### src/rtl/permute_pkg.sv
// permute_pkg: shared FSM state type and parameter defaults for the permute controller
package permute_pkg;
  localparam int N_DEF = 25;
  localparam int SLICES_DEF = 64;
  localparam int AW_DEF = 6;
  typedef enum logic [2:0] {IDLE, READ, CAPTURE, PERMUTE, WRITE, FINISH} state_t;
endpackage

### src/rtl/permute_slice_counter.sv
// permute_slice_counter: loadable up/down slice counter that saturates instead of wrapping
// Ports: clk, rst (sync, active-high, reloads LOAD_VAL), load (reload LOAD_VAL),
//        en (count step), down (1 = decrement, 0 = increment), count, co (count == 0)
module permute_slice_counter #(
  parameter int AW = 6,
  parameter int LOAD_VAL = 63
) (
  input  logic          clk,
  input  logic          rst,
  input  logic          load,
  input  logic          en,
  input  logic          down,
  output logic [AW-1:0] count,
  output logic          co
);
  assign co = count == '0;
  always_ff @(posedge clk)
    if (rst || load) count <= AW'(LOAD_VAL);
    else if (en) count <= down ? (co ? count : count - 1'b1) : (&count ? count : count + 1'b1);
endmodule

### src/rtl/permute_ctrl.sv
// permute_ctrl: sequences read/capture/permute/write over every slice of one state
// Ports: clk, rst (sync, active-high), start (one-cycle request), busy, done (one-cycle pulse),
//        rd_en/rd_addr (source read), reg_en/sel (line register enable, 0=read line 1=permuted),
//        wr_en/wr_addr/wr_ready (sink write handshake), cycles (status cycle count).
// Optional feature: define PERMUTE_CTRL_CYCLE_CNT_EN to build the saturating cycle counter;
// otherwise cycles is tied to 0.
module permute_ctrl
  import permute_pkg::*;
#(
  parameter int N = N_DEF,
  parameter int SLICES = SLICES_DEF,
  parameter int AW = AW_DEF
) (
  input  logic          clk,
  input  logic          rst,
  input  logic          start,
  output logic          busy,
  output logic          done,
  output logic          rd_en,
  output logic [AW-1:0] rd_addr,
  output logic          reg_en,
  output logic          sel,
  output logic          wr_en,
  output logic [AW-1:0] wr_addr,
  input  logic          wr_ready,
  output logic [15:0]   cycles
);
  if (N < 1 || (1 << AW) < SLICES) begin : g_bad_cfg
    $error("permute_ctrl: N must be positive and 2**AW must cover SLICES");
  end
  state_t state;
  logic [AW-1:0] count;
  logic co;
  logic accept;
  logic wr_ok;
  assign accept = state == IDLE && start;
  assign wr_ok = state == WRITE && wr_ready;
  permute_slice_counter #(.AW(AW), .LOAD_VAL(SLICES - 1)) u_cnt (
    .clk  (clk),
    .rst  (rst),
    .load (accept || state == FINISH),
    .en   (wr_ok && !co),
    .down (1'b1),
    .count(count),
    .co   (co)
  );
  always_ff @(posedge clk)
    if (rst) state <= IDLE;
    else
      case (state)
        IDLE:    state <= start ? READ : IDLE;
        READ:    state <= CAPTURE;
        CAPTURE: state <= PERMUTE;
        PERMUTE: state <= WRITE;
        WRITE:   state <= wr_ready ? (co ? FINISH : READ) : WRITE;
        default: state <= IDLE;
      endcase
  assign busy = state != IDLE;
  assign done = state == FINISH;
  assign rd_en = state == READ;
  assign reg_en = state == CAPTURE || state == PERMUTE;
  assign sel = state == PERMUTE;
  assign wr_en = state == WRITE;
  assign rd_addr = count;
  assign wr_addr = count;
`ifdef PERMUTE_CTRL_CYCLE_CNT_EN
  logic [15:0] cnt;
  always_ff @(posedge clk)
    if (rst || accept) cnt <= '0;
    else if (busy && cnt != 16'hFFFF) cnt <= cnt + 1'b1;
  assign cycles = cnt;
`else
  assign cycles = '0;
`endif
endmodule

### config.mk
export PLATFORM = sky130hd
export DESIGN_NAME = permute_ctrl
export DESIGN_NICKNAME = d
export VERILOG_FILES = /design/src/rtl/permute_pkg.sv /design/src/rtl/permute_slice_counter.sv /design/src/rtl/permute_ctrl.sv
export SDC_FILE = /design/constraint.sdc
export NUM_CORES = 1
export LEC_CHECK = 0
export BUFFER_PORTS_ARGS = -buffer_cell sky130_fd_sc_hd__buf_4
export CORE_UTILIZATION = 40
export DETAILED_ROUTE_END_ITERATION = 10
export PLACE_DENSITY = 0.69
export SLEW_MARGIN = 25
export SYNTH_ARGS = -nofsm -noshare
export SYNTH_HDL_FRONTEND = slang
export SYNTH_HIERARCHICAL = 1
export SYNTH_SLANG_ARGS = --single-unit
### constraint.sdc
create_clock -name clk -period 2.2 [get_ports clk]
set_clock_uncertainty 0.15 [all_clocks]
set_input_delay 0.33 -clock clk [delete_from_list [all_inputs] [get_ports clk]]
set_output_delay 0.33 -clock clk [all_outputs]
set_load 0.03 [all_outputs]
# == Word level (Yosys, flattened, before mapping) ==
# Cells that the tools add are included.
# totals
output_inout_bits,34
register_bits,9
# classes
n_mux,4
n_reduce_logical,11
add_sub_neg,1
n_eq_ne,5
n_bitwise,1
# ops
cell,n
$pmux W3 S5,1
$eq A3 B2 Y1 const B,2
$eq A3 B3 Y1 const B,2
$logic_not A6 Y1,1
$mux W3,2
$sub A6 B1 Y6 const B,1
$eq A3 B1 Y1 const B,1
$logic_and A1 B1 Y1,3
$logic_not A3 Y1,1
$logic_or A1 B1 Y1,3
$reduce_bool A3 Y1,1
$reduce_and A2 Y1,1
$logic_not A1 Y1,1
$mux W1,1
$not A1 Y1,1

# == Logic depth before layout (Yosys ltp) ==
# logic_depth
ltp_word,4
mapped_depth,8
mapped_depth_nobuf,8

# == Hierarchy ==
# Netlist, hierarchy kept.
# modules_own_cells
module,cells_per_inst,instances,seq_area_each_um2,area_each_um2
permute_slice_counter,51,1,120.1,474.2
permute_ctrl,49,1,60.1,399.1

# == Worst setup path after synthesis ==
# Ideal clock, no wire load.
# synth_path
path_kind,register to register
start,reg u_cnt.count[1]
end,reg u_cnt.count[5]
synth_period_minus_slack_ns,2.122
required_ns,1.978
t_arrival_ns,1.900
path_slack_ns,0.078
stages_incl_launch_ff,7
n_path_buf,0
setup_time_ns,0.072
path_cell_list,dfxtp_1 > ha_1 > a211oi_1 > nor2_1 > o41a_1 > a31oi_4 > mux2i_1
# synth_between
elab_chain_len,4
# synth_rtl
element,line_no,text
start: declaration,permute_slice_counter.sv:13,"output logic [AW-1:0] count,"
start signal: assignment,permute_slice_counter.sv:18,if (rst || load) count <= AW'(LOAD_VAL);
start signal: assignment,permute_slice_counter.sv:19,else if (en) count <= down ? (co ? count : count - 1'b1) : (&count ? count : count + 1'b1);
"parallel branches: the longest is 4 deep, another holds $sub A6 B1 Y6",--,
# Several ways; the timed one is not identified.
# A chain may end at the register's enable or synchronous reset.

# == Worst setup path after layout ==
# layout_path
start,reg u_cnt.count[5]
end,reg u_cnt.count[1]
# layout_between
elab_chain_len,4
# layout_rtl
element,line_no,text
$logic_not A6 Y1 (*),permute_slice_counter.sv:16,assign co = count == '0;
named net co,permute_ctrl.sv:33,logic co;
$logic_not A1 Y1,permute_ctrl.sv:42,".en (wr_ok && !co),"
$logic_and A1 B1 Y1,permute_ctrl.sv:42,
$reduce_and A2 Y1 (no line) (*),--,
# The timed path passes the listed nets; every way through them passes the cells marked *.

==> metrics.md <==
| Metric | Value |
|---|---|
| FP Rows | 16 |
| Cells after synthesis | 100 |
| Critical Path AT | 2.07 ns |
| Setup bufs post-CTS | 0 |
| Total of fill cells in the finished design | 203 |
| Yosys warning count | 6 |
| HPWL Detailed | ~1400 µm |
| Post-CTS resize count | 0 |
| Fmax | approximately 500 MHz |
| Slew of the pin with the lowest slew margin | roughly 0.62 ns |
| Distinct cell type count of the synthesized netlist | 41 |
| Hold Crit Class | input pin to register |
| Final hold violations | 0 |
| Status | finished, final reports clean |
| Layout cells sized above 1 | 32.0% |
| Worst path buffer plus inverter count | 0 |
| Nets | around 140 |
| CTS hold repair buffers | 0 |
| Core Footprint | around 0.002 mm² |
| Full die area | 0.00237 mm² |
| Crit path max-delay family | simple AND/OR/NAND/NOR gates |
| LEAKAGE | 0.527 nW |
| Synth Register Bits | 9 |
| I/O pin count | 38 |
| Num CTS Buffers | 3 |
| Unrepaired setup endpoints after global routing | false |
| Worst hold slack | 0.143 ns |
| Sink Count | 9 |
| Detailed-route DRC error count | 0 |
| Crit-path cells | or4_4 > nor3_1 > nor2b_1 > and2_1 > o41a_1 > o41ai_4 > nand2_1 > o211ai_1 |
| DR iter-0 viols | 7 |
| Critical path class | register to register |
| Final TNS setup | 0 ns |
| Pins over their slew limit | 0 |
| Pwr/cell area | 440 mW/mm² |
| Max_slew headroom | around 58% |
| Post-synthesis sequential area ratio | 20.6% |
| # diodes | 0 |
| Crit-path max cell delay | 0.52 ns |
| Syn avg cell area | 8.73 µm² |
| DR vias/cell | 4.61 |
| Worst Hold Depth | 2 |
| Critical Path Slowest Stage Cell | or4_4 |
| CP Depth | 8 |
| Maximum clock insertion buffer count | 2 |
| Antenna violations before repair | 0 |
| Clock Pin Slew Worst Setup and Hold Paths | 0.06 ns |
| DR pass1 iterations | 4 |
| Max cap viols | 0 |
| Post-DP Area | 0.00101 mm² |
| H-tree Lvls | 1 |
| Remaining global-route overflow | 0 |
| Largest net degree at the start of global routing | 12 |
| Pre-CTS setup slack | between 0.15 and 0.2 ns |
| First-pass GRT wire length | 2830 µm |
| Vias in the first global route | 659 |
| Peak supply drop | 0.000227 V |
| PortBufs | 21 |
| Crit path required time | approximately 2.2 ns |
| Final setup viols | 0 |
| Fin worst setup slack | 0.152 ns |
| Via Count | between 700 and 800 |
| Starting density of the core | 43.6% |
| Final WL | 1670 µm |
| Setup crit end kind | register |
| WL per Instance | 10.8 µm |
| RD Place Congestion | 0.747 |
| Final ANT Viol Nets | 0 |
| Min cycle time layout | about 2.0 ns |
| Synthesized area | 873 µm² |
| Final instance area | about 0.0010 mm² |
| TritonCTS clock tree | built |
| GRT Overall Usage | 15.3% |
| Crit start category | register |
| Fin crit share | 93.1% |
| Clock Latency Late Sink | 0.25 ns |
| Root buffer cell | clkbuf_4 |
| CP Max Fanout | 10 |
| Die W | 48.7 µm |
| Reg2reg path depth | 8 |
| DIE HEIGHT | 48.7 µm |
| Area Overhead vs Synth | 18.8% |
## power by group
| group | leakage, nW | internal, W | switching (W) |
|---|---|---|---|
| combinational | 0.439 | 0.0000537 | 0.000108 |
| sequential | 0.0732 | 0.000169 | 0.00000340 |
| clock | 0.0150 | 0.0000696 | 0.0000535 |
## cell usage in the layout, fill, tap and decap left out, types with 3 or more instances in the layout
cell type  synthesis  layout
buf_4             22      28
conb_1             2      23
dfxtp_1            9       9
nand2_1            7       7
inv_1              5       5
nor3_1             4       4
ha_1               4       4
a211oi_1           3       3
clkbuf_4           0       3
nor2_1             3       3
o211ai_1           3       3
## flip-flops by register name (all words and copies together) (netlist names)
signal	cells
u_cnt/count	6
state	3
## final cells by class
| class | instances | area, µm² | area share (%) |
|---|---|---|---|
| Clock buffer | 4 | 26.3 | 2.53 |
| Timing Repair Buffer | 28 | 210 | 20.3 |
| Tap cell | 27 | 33.8 | 3.26 |
| Multi-Input combinational cell | 82 | 568 | 54.8 |
| Inverter | 5 | 18.8 | 1.81 |
| Sequential cell | 9 | 180 | 17.4 |
## synthesized netlist by cell type
cell type / number / area [µm²]
buf_6: 1 / 11.3
o41a_1: 2 / 22.5
o211ai_1: 3 / 22.5
and3b_2: 2 / 20.0
a31oi_4: 1 / 21.3
or3_2: 1 / 7.51
nand2_1: 7 / 26.3
xor2_1: 2 / 17.5
nor2b_1: 2 / 12.5
nand4bb_1: 1 / 11.3
xnor2_1: 1 / 8.76
or4_4: 1 / 11.3
or3b_1: 1 / 8.76
nor3_1: 4 / 20.0
clkbuf_1: 1 / 3.75
a21o_1: 2 / 15.0
or4b_2: 1 / 10.0
and2_1: 2 / 12.5
dfxtp_1: 9 / 180
mux2i_1: 1 / 10.0
nor2_1: 3 / 11.3
a31oi_1: 1 / 6.26
nand3_1: 1 / 5.00
conb_1: 2 / 7.51
buf_2: 1 / 5.00
o311ai_1: 1 / 8.76
inv_1: 5 / 18.8
o21bai_1: 1 / 7.51
ha_1: 4 / 50.1
buf_4: 22 / 165
o41ai_4: 1 / 27.5
a211oi_1: 3 / 22.5
nor3b_1: 1 / 7.51
o21ai_1: 1 / 5.00
or3b_4: 1 / 11.3
fa_1: 1 / 20.0
o31ai_2: 1 / 12.5
nor2_2: 1 / 6.26
o21ai_0: 1 / 5.00
nand3b_1: 1 / 7.51
a21oi_1: 2 / 10.0
## metrics by stage
stage | std cells | power [W] | utilization [%]
floorplan | 121 | 0.000324 | -
global placement | 151 | 0.000333 | 50.5
detailed placement | 151 | 0.000337 | 50.5
CTS | 155 | 0.000461 | 51.8
global route | 155 | 0.000487 | 51.8
finish | 155 | 0.000457 | 51.8
## final timing paths
path | start | end | slack, ns
worst max register to register | u_cnt/count[5] | u_cnt/count[1] | 0.15
worst max-delay path | u_cnt/count[5] | u_cnt/count[1] | 0.15
worst min-delay path | rst | state[0] | 0.14
worst min register to register | state[1] | state[2] | 0.42
## layer usage
metal / share of wire [%] / up-vias / global-route usage, %
met5: 0 / - / 0
met3: 5.3 / 0 / 4.09
li1: - / 362 / -
met2: 52 / 18 / 28.2
met1: 42 / 335 / 17.2
met4: 0 / 0 / 3.43
## kinds of logic after synthesis
logic type	after synthesis	synth area share, %
buffers and inverters	30	23.4
and+or+nand+nor	30	21.6
DFF	9	20.6
AOI/OAI and AO/OA	20	21.3
muxes	1	1.15
other	2	0.860
xor gates and xnor gates	3	3.01
adders and majority gates	5	8.02
(Power assumes the default switching activity.)
